[config.mk]
export PLATFORM = sky130hd
export DESIGN_NAME = shift_serial
export DESIGN_NICKNAME = d
export VERILOG_FILES = /design/src/rtl/shift_serial.sv
export SDC_FILE = /design/constraint.sdc
export NUM_CORES = 1
export LEC_CHECK = 0
export ABC_CLOCK_PERIOD_IN_PS = 4400
export CAP_MARGIN = 30
export CELL_PAD_IN_SITES_DETAIL_PLACEMENT = 2
export CELL_PAD_IN_SITES_GLOBAL_PLACEMENT = 2
export CORE_MARGIN = 4
export CORE_UTILIZATION = 29
export DETAILED_ROUTE_END_ITERATION = 8
export GPL_TIMING_DRIVEN = 0
export PLACE_DENSITY = 0.82
export SYNTH_ARGS = -nofsm -noshare
export SYNTH_HDL_FRONTEND = slang
export SYNTH_SLANG_ARGS = --single-unit
[constraint.sdc]
create_clock -name clk -period 4.4 [get_ports clk]
set_input_delay 1.32 -clock clk [delete_from_list [all_inputs] [get_ports clk]]
set_output_delay 1.32 -clock clk [all_outputs]
set_load 0.05 [all_outputs]
[src/rtl/shift_serial.sv]
// Multi-cycle shifter: one command per start pulse, one bit position per clock, one-cycle done pulse.
// Define SHIFT_SERIAL_ROTATE_EN to build ROL/ROR (codes 3 and 4); otherwise those codes pass through.
module shift_serial #(
  parameter int n = 4
) (
  input  logic         clk,
  input  logic         rst,
  input  logic         start,
  input  logic [n-1:0] data,
  input  logic [2:0]   shift,
  input  logic [2:0]   direccion,
  output logic [n-1:0] y,
  output logic         carry,
  output logic         busy,
  output logic         done
);

  typedef enum logic [1:0] {
    IDLE  = 2'd0,
    SHIFT = 2'd1,
    DONE  = 2'd2
  } state_t;

  state_t       state;
  state_t       state_next;
  logic [2:0]   count;
  logic [2:0]   op;
  logic         op_valid;
  logic [n-1:0] step_y;
  logic         step_carry;

  // Codes without an implemented operation are loaded with a zero count.
  always_comb begin
`ifdef SHIFT_SERIAL_ROTATE_EN
    op_valid = (direccion <= 3'd4);
`else
    op_valid = (direccion <= 3'd2);
`endif
  end

  always_ff @(posedge clk or negedge rst) begin
    if (!rst) state <= IDLE;
    else      state <= state_next;
  end

  always_comb begin
    state_next = state;
    busy       = 1'b0;
    done       = 1'b0;
    case (state)
      IDLE: begin
        if (start) state_next = SHIFT;
      end
      SHIFT: begin
        busy = 1'b1;
        if (count == 3'd0) state_next = DONE;
      end
      DONE: begin
        done       = 1'b1;
        state_next = IDLE;
      end
      default: state_next = IDLE;
    endcase
  end

  // One-bit step of the captured operation; carry is the bit leaving the word.
  always_comb begin
    step_y     = y;
    step_carry = carry;
    case (op)
      3'd0: begin
        step_y     = {y[n-2:0], 1'b0};
        step_carry = y[n-1];
      end
      3'd1: begin
        step_y     = {1'b0, y[n-1:1]};
        step_carry = y[0];
      end
      3'd2: begin
        step_y     = {y[n-1], y[n-1:1]};
        step_carry = y[0];
      end
`ifdef SHIFT_SERIAL_ROTATE_EN
      3'd3: begin
        step_y     = {y[n-2:0], y[n-1]};
        step_carry = y[n-1];
      end
      3'd4: begin
        step_y     = {y[0], y[n-1:1]};
        step_carry = y[0];
      end
`endif
      default: begin
        step_y     = y;
        step_carry = carry;
      end
    endcase
  end

  always_ff @(posedge clk or negedge rst) begin
    if (!rst) begin
      y     <= '0;
      carry <= 1'b0;
      count <= 3'd0;
      op    <= 3'd0;
    end else if (state == IDLE && start) begin
      y     <= data;
      carry <= 1'b0;
      count <= op_valid ? shift : 3'd0;
      op    <= direccion;
    end else if (state == SHIFT && count != 3'd0) begin
      y     <= step_y;
      carry <= step_carry;
      count <= count - 3'd1;
    end
  end

endmodule

Yosys cells after proc, flatten, opt, wreduce, memory -nomap -nowiden:

Cells that the tools add are included.

* add/subtract/negate cells: 1
* $lt $le $gt $ge: 1
* equal/unequal tests: 7
* multiplexer cells: 14
* reduce and logical (&&, ||, !) cells: 15

Operators with widths (number)
* $pmux 4 s3: 1
* $mux 3: 3
* $reduce_bool 3->1: 3
* $mux 4: 2
* $logic_not 3->1: 2
* $ne 2x2->1 const B: 3
* $reduce_and 2->1: 3
* $mux 1: 4
* $mux 2: 2
* $pmux 2 s2: 1
* $reduce_bool 4->1: 1
* $eq 3x1->1 const B: 1
* $eq 3x2->1 const B: 1
* $le 3x2->1 const B: 1
* $reduce_and 3->1: 1
* $sub 3x1->3 const B: 1
* $eq 2x1->1 const B: 1
* $eq 2x2->1 const B: 1
* $logic_and 1x1->1: 2
* $logic_not 2->1: 1
* $pmux 1 s2: 1
* $reduce_bool 2->1: 1
* $reduce_or 2->1: 1

* flip-flop bits (word level): 13
* output and inout port bits: 7
* word-level logic and storage cells: 44

Logic depth before layout (Yosys ltp):

Gate-level depths: netlist of run 1.

* depth in word-level cells: 5
* gate-level depth with buffers: 8
* gate-level depth less buffers: 7

Worst setup path before layout of run 1:

No wires, ideal clock.

* path type: register -> output
* from: register state[0]
* to: output port done
* data arrival time: 1.092 ns
* path slack: 1.988 ns
* stages on the path, launching flop included: 2
* cell sequence: dfrtp_1 nor2b_1

* word-level cells in the longest chain between the ends: 2

RTL lines
* start, declared: RTL line 24 `state_t state;`
* start signal, assigned: RTL line 43 `else state <= state_next;`
* $eq 2x2->1: RTL line 50 `case (state)`
* $mux 1: RTL line 50
* end, declared: RTL line 15 `output logic done`

No other way between the ends.

Final worst setup path of run 1:

* from: register state[1]
* to: output port busy

* word-level cells in the longest chain between the ends: 2

RTL lines
* $eq 2x1->1: RTL line 50
* $mux 1: RTL line 50
* end, declared: RTL line 14 `output logic busy,`

No other way between the ends.

==> results of run 1 <==
[cell usage in the layout (no fill, tap or decap), drive strengths merged]
cell type	count
clkdlybuf4s50	19
nand2	16
dfrtp	13
o21ai	8
a21oi	6
nor2	6
clkbuf	5
inv	4
buf	3
a211oi	3
or3b	2
o21a	2
ha	2
nand2b	1
nor2b	1
a2111oi	1
xnor2	1
nand3	1
a2111o	1
nor3b	1
and2	1
nor4	1
o31ai	1
a31oi	1
mux2i	1
[power by group through the flow]
stage / registers [mW] / clock network, mW / logic [mW]
after detailed placement: 0.242 / 0 / 0.507
after CTS: 0.241 / 0.0775 / 0.514
final: 0.240 / 0.0744 / 0.506
after global placement: 0.235 / 0 / 0.481
after global routing: 0.252 / 0.0829 / 0.561
after floorplan: 0.306 / 0 / 0.277
[stage by stage]
stage	instance area, µm²	total power [mW]	hold WS, ns
after floorplan	703	0.583	0.494
after global placement	928	0.717	0.507
after detailed placement	933	0.749	0.537
after CTS	960	0.833	0.560
after global routing	960	0.897	0.596
final	960	0.821	0.549
[state kept, by name, indices dropped and copies added (netlist names)]
signal	flops
carry	1
count	3
op	3
state	2
y	4
[worst paths after layout]
kind,startpoint,slack (ns),cells after the start,endpoint
max in group asynchronous,rst,2.59,1,y[0]$_DFFE_PN0P_
worst max register to register,count[0]$_DFFE_PN0P_,2.57,7,y[3]$_DFFE_PN0P_
min in group asynchronous,rst,1.42,1,op[0]$_DFFE_PN0P_
worst min-delay path,count[0]$_DFFE_PN0P_,0.55,2,count[0]$_DFFE_PN0P_
worst min register to register,count[0]$_DFFE_PN0P_,0.55,2,count[0]$_DFFE_PN0P_
worst max-delay path,state[1]$_DFFE_PN0P_,1.30,3,busy
[worst max-delay path: stages, from the launching register on]
cell                              delay [ns]
sky130_fd_sc_hd__dfrtp_1                0.42
sky130_fd_sc_hd__nand2b_1               0.21
sky130_fd_sc_hd__inv_1                  0.09
sky130_fd_sc_hd__clkdlybuf4s50_1        0.80
[final cells by class]
| cell class | instances | area, µm² |
|---|---|---|
| fillers | 262 | 1290 |
| plain buffers | 3 | 20.0 |
| multi-input cells | 57 | 343 |
| clock buffers | 4 | 26.3 |
| well taps | 28 | 35.0 |
| inverters | 4 | 15.0 |
| flip-flops and latches | 13 | 325 |
| repair buffers | 20 | 195 |
[kinds of logic (layout without fill, tap and decap cells)]
kind of cell / Yosys count / in the layout / share of synthesized area [%]
flip-flops: 13 / 13 / 46.3
AO/OA/AOI/OAI: 23 / 23 / 21.7
buffers and inverters: 7 / 31 / 4.98
multiplexers: 1 / 1 / 1.42
adder cells (fa/ha/maj): 2 / 2 / 3.56
AND/OR/NAND/NOR: 30 / 30 / 20.8
XOR/XNOR: 1 / 1 / 1.25
[layer usage]
layer	track usage (%)	routed length [µm]
met2	25.1	1100
met1	18.1	907
met4	2.98	0
met5	0	0
met3	1.81	66
==> metrics list, run 1 <==
- Post-detailed-routing wire length: 2080 µm
- Syn Inst Count: 77
* PostCTS Resize Cnt: 0
- Chip width: 57.2 µm
* TritonCTS clock tree: yes
* Vias: 654
- Timing analysis after detailed placement gives a worst setup slack of 1.53 ns.
* Critical path data required time: 3.08 ns
- The setup path with the least slack is of type flip-flop to primary output.
* Buffer count from post-CTS setup fixing: 0
- After detailed routing, the number of vias per cell comes to 5.07.
* Peak clock frequency supported by timing: 0.322 GHz
* Most frequently used cell type in the post-synthesis netlist: sky130_fd_sc_hd__nand2_1
- Hold repair after CTS inserted 0 buffers.
- Layout-stage area growth over the synthesis result: 36.5%
* Actual transition at the worst max-transition pin: 0.601 ns
* Routed wire per std cell: 16.1 µm
* Library cell occupying the most area in the post-synthesis netlist: sky130_fd_sc_hd__dfrtp_1
- In this run the tool buffered the top-level ports with 19 buffer cells.
- Ratio of total power to cell area: 855 mW/mm²
- Summed over its instances, the top area cell type makes up 46.3% of the synthesized netlist area.
* Instance count after placement with tap cells included: 125
* Clk network pwr share: 9.1%
- After synthesis, the share of flip-flops with an asynchronous set or reset is 100%.
- Synthesis instantiated 28 different standard cells from the library.
- Largest net degree at the start of global routing: 14
- In this run the count of I/O pins placed on the die edge is 20.
* Setup Viol. Count Final: 0
- In this run the tightest slew margin relative to its limit is 59.8%.
- Result of the run: finished clean
- Final Hold Viols: 0
* Leakage Power: 0.405 nW
- The clock reaches the later pin of the worst-skew pair after 0.27 ns.
- Total global routing overflow: 0
* Net Switching: 417 µW
* Arr. time, crit path: 1.78 ns
- Maximum Capacitance Violations: 0
- By count the netlist is led by sky130_fd_sc_hd__nand2_1 (16), sky130_fd_sc_hd__dfrtp_1 (13), sky130_fd_sc_hd__a21oi_1 (6), sky130_fd_sc_hd__nor2_1 (5), sky130_fd_sc_hd__o21ai_1 (5).
- The wire-length estimate of the detail-placed layout is 1670 µm.
- After layout, the worst setup slack is 1.30 ns.
- Adding up every negative setup slack in the final design gives 0 ns.
- Count of flip-flops with a built-in enable after synthesis: 0
- Ranked by total cell area, the synthesized netlist is headed by sky130_fd_sc_hd__dfrtp_1 (46%), sky130_fd_sc_hd__nand2_1 (8.5%), sky130_fd_sc_hd__a21oi_1 (4.3%).
* Die extent in y: 57.2 µm
- The core region is 0.00225 mm².
- Relative contribution of sequential cells to total power: 29.3%
* Synth warnings: 0
* Fraction of layout cells with a size suffix above 1: 9.90%
* H-tree levels: 1
- Number of antenna cells inserted: 0
- The worst hold path belongs to the class flip-flop to flip-flop.
- For this run, the number of standard cells in the final layout without fillers is 129.
- Comb power frac: 61.7%
- Maximum number of buffers from clock root to sink: 2
* Fin util: 42.6%
- Cell-internal power: 404 µW
- Worst clock skew: 0.00698 ns
* Final period util: 70.5%
- The count of nets left with antenna violations once routing finished came out at 0.
* Clk slew on worst S/H paths: 0.09 ns
- CTS buffer count: 3
* Switching Fraction: 50.7%
- Summing every instance area after synthesis gives 703 µm².
- The worst setup path is launched from a flip-flop.
* Via count of the first global-routing pass: 761
* Die area: 0.00328 mm²
- The root buffer cell chosen for the clock tree is sky130_fd_sc_hd__clkbuf_4.
- Across every metal layer, demand over resource in global routing totals 14.1%.
* IR drop worst, VDD: 0.338 mV
- Cell row count: 17
- Counting every sink on the clock net gives 13.
- Number of DRC violations after detailed routing: 0
* Global-route wire length before repair: 3710 µm
* Routability cong.: 0.670
- Unrepaired setup endpoints after global routing: false
- The number of nets in the synthesized netlist is 92.
* Starting DRC count in detailed routing: 12
- Post-Syn Area per Cell: 9.13 µm²
- Effective utilization at floorplan: 31.2%
- Number of synthesized register bits: 13
* Final-report max-slew violation count: 0
- # nets final: 117
- The first detailed-routing pass took 4 iterations.
- The initial antenna violation count came to 0.
- Most used flip-flop cell after synthesis: sky130_fd_sc_hd__dfrtp_1
* Crit Path Max Fanout: 5
- The share of the Yosys chip area taken by registers is 46.3%.
- The worst setup path is captured at a primary output.
* Post-layout min period: 3.10 ns
Power figures use the tool's default switching activity.
==> inputs of run 2 (changes only) <==
==> config.mk (replaced) <==
export PLATFORM = sky130hd
export DESIGN_NAME = shift_serial
export DESIGN_NICKNAME = d
export VERILOG_FILES = /design/src/rtl/shift_serial.sv
export SDC_FILE = /design/constraint.sdc
export NUM_CORES = 1
export LEC_CHECK = 0
export ABC_CLOCK_PERIOD_IN_PS = 3100
export CAP_MARGIN = 30
export CELL_PAD_IN_SITES_DETAIL_PLACEMENT = 2
export CELL_PAD_IN_SITES_GLOBAL_PLACEMENT = 2
export CORE_ASPECT_RATIO = 0.5
export CORE_MARGIN = 4
export CORE_UTILIZATION = 26
export DETAILED_ROUTE_END_ITERATION = 8
export GPL_TIMING_DRIVEN = 0
export PLACE_DENSITY = 0.75
export SYNTH_ARGS = -nofsm -noshare
export SYNTH_HDL_FRONTEND = slang
export SYNTH_SLANG_ARGS = --single-unit
==> constraint.sdc (replaced) <==
create_clock -name clk -period 3.1 [get_ports clk]
set_input_delay 0.93 -clock clk [delete_from_list [all_inputs] [get_ports clk]]
set_output_delay 0.93 -clock clk [all_outputs]
set_load 0.05 [all_outputs]
==> metrics list, run 2 (synthesis gave the netlist of run 1 again) <==
- In this run the number of H-tree levels came out at 1.
* Largest registers: y x4, count x3, op x3
* Largest net degree at the start of global routing: 14
* Number of DRC violations after detailed routing: 0
* Port Buffers: 19
- For the worst-skew pair, the clock arrives at the later sink with an insertion delay of 0.25 ns.
- Max-cap violations in this run came to 0.
- For this design the ratio of total power to cell area is 1220 mW/mm².
- Number of antenna violations at the first check in global routing: 0
* Unrepaired setup endpoints after global routing: false
- The final-report hold violation count was 0.
- Chip width: 81.5 µm
* Number of antenna cells inserted: 0
- Buffer count from post-CTS setup fixing: 0
- PostCTS Resize Cnt: 0
* Post-detailed-routing wire length: 2110 µm
- Routability cong.: 0.824
* Chain of cells forming the critical path: nand2b_1 > inv_1 > clkdlybuf4s50_1
- Most common cell after layout, fill and taps aside: sky130_fd_sc_hd__clkdlybuf4s50_1
* Final period util: 86.4%
* Clk slew on worst S/H paths: 0.05 ns
- Number of vias per cell: 5.06
* Library cell contributing the largest single delay on the critical path: sky130_fd_sc_hd__clkdlybuf4s50_1
* Clock tree root driver cell: sky130_fd_sc_hd__clkbuf_8
* Min-delay worst type: flip-flop to flip-flop
- Maximum number of buffers from clock root to sink: 2
* Critical path data required time: 2.17 ns
- Via count of the first global-routing pass: 761
- Layout filler cell count: 267
- Worst rel slew slack: 57.5%
* Start-to-end type of the worst setup path: flip-flop to primary output
- Fraction of layout cells with a size suffix above 1: 9.90%
- Placed wire-length estimate after detailed placement: 1690 µm
* Layout-stage area growth over the synthesis result: 40.4%
- Antenna-violating nets left: 0
- The analysis attributes to cell leakage a power of 0.413 nW.
- Data arrives at the worst endpoint at 1.75 ns.
- Summed negative setup slack over all endpoints: 0 ns
- Actual transition at the worst max-transition pin: 0.635 ns
- After the last flow step, the layout net total stands at 117.
* IR drop worst, VDD: 0.373 mV
- The register with the most flip-flops in the layout has 4 of them.
- Die area: 0.00365 mm²
- The worst setup path is launched from a flip-flop.
- Based on the critical path, the design can be clocked at up to 0.373 GHz.
* Worst clock skew: 0.00699 ns
* Delay contributed by the slowest stage of the critical path: 0.80 ns
* Cell area after placement: 942 µm²
* Final std cell area, no fill: 987 µm²
* Post-layout min period: 2.68 ns
- Global-route wire length before repair: 3560 µm
* Number of primary I/O pins: 20
* Instance count after placement with tap cells included: 132
- Total global-route track usage: 13.0%
* Final-report max-slew violation count: 0
- The detailed router placed 688 vias in this run.
- TritonCTS built the clock tree.
- CTS buffer count: 3
* Effective utilization at floorplan: 29.5%
- Total iterations of the first detailed-routing run: 4
- After clock tree synthesis, the flow added hold-fix buffers numbering 0.
* Final instance count without filler cells: 136
- Register with the most flip-flops: y
- Sink count of the clock tree: 13
- Setup Viol. Count Final: 0
- The total area inside the core boundary comes to 0.00239 mm².
- Dividing the detail-routed wire length by the instance count gives 15.5 µm.
- The floorplan step set the die height to 44.8 µm.
- For this run the aggregate overflow at the end of global routing stands at 0.
- In the layout the commonest cells are sky130_fd_sc_hd__clkdlybuf4s50_1 (19), sky130_fd_sc_hd__nand2_1 (16), sky130_fd_sc_hd__dfrtp_1 (13), sky130_fd_sc_hd__a21oi_1 (6).
- STA classifies the critical path endpoint as a primary output.
- Result of the run: finished clean
- In this run the core area contains 12 standard-cell rows.
- Starting DRC count in detailed routing: 36
- Of all nets on the critical path, the largest fanout is 5.
==> run 2: path summary, 6_finish.rpt <==
kind	start	end	slack, ns	cells after the start
max	state[1]$_DFFE_PN0P_	busy	0.42	3
min	count[0]$_DFFE_PN0P_	count[0]$_DFFE_PN0P_	0.55	2
max reg2reg	count[0]$_DFFE_PN0P_	y[3]$_DFFE_PN0P_	1.28	7
min reg2reg	count[0]$_DFFE_PN0P_	count[0]$_DFFE_PN0P_	0.55	2
max in group asynchronous	rst	op[0]$_DFFE_PN0P_	1.61	1
min in group asynchronous	rst	op[2]$_DFFE_PN0P_	1.08	1
==> run 2: metal layers <==
metal,GRT usage [%],wire [µm],vias up
met4,3.03,13,0
met5,0,0,-
met3,3.78,100,2
met2,23.0,1030,18
li1,-,-,315
met1,15.8,967,353
==> run 2: area by class of cell <==
| type | instances | area, µm² | area share (%) |
|---|---|---|---|
| multi-input cells | 57 | 343 | 34.7 |
| flip-flops and latches | 13 | 325 | 33.0 |
| repair buffers | 20 | 195 | 19.8 |
| clock buffers | 4 | 45.0 | 4.56 |
| well taps | 35 | 43.8 | 4.44 |
| plain buffers | 3 | 20.0 | 2.03 |
| inverters | 4 | 15.0 | 1.52 |
==> run 2: report_power, final <==
group,switching [mW],internal [mW]
Sequential,0.0860,0.255
Combinational,0.441,0.269
Clock,0.0648,0.0909
==> run 2: worst max-delay path, delay by kind of cell (launching register included) <==
| kind | cells | cell delay [ns] |
|---|---|---|
| buf+inv | 2 | 0.89 |
| flops | 1 | 0.42 |
| simple gates | 1 | 0.21 |
==> run 2: stage by stage <==
step | util [%] | hold WS (ns) | total power [mW] | setup slack [ns]
5_1_grt | 41.4 | 0.573 | 1.31 | 0.349
3_3_place_gp | 39.3 | 0.511 | 1.01 | 0.482
2_1_floorplan | - | 0.494 | 0.827 | 1.08
3_5_place_dp | 39.5 | 0.550 | 1.07 | 0.650
6_report | 41.4 | 0.547 | 1.21 | 0.422
4_1_cts | 41.4 | 0.563 | 1.22 | 0.411
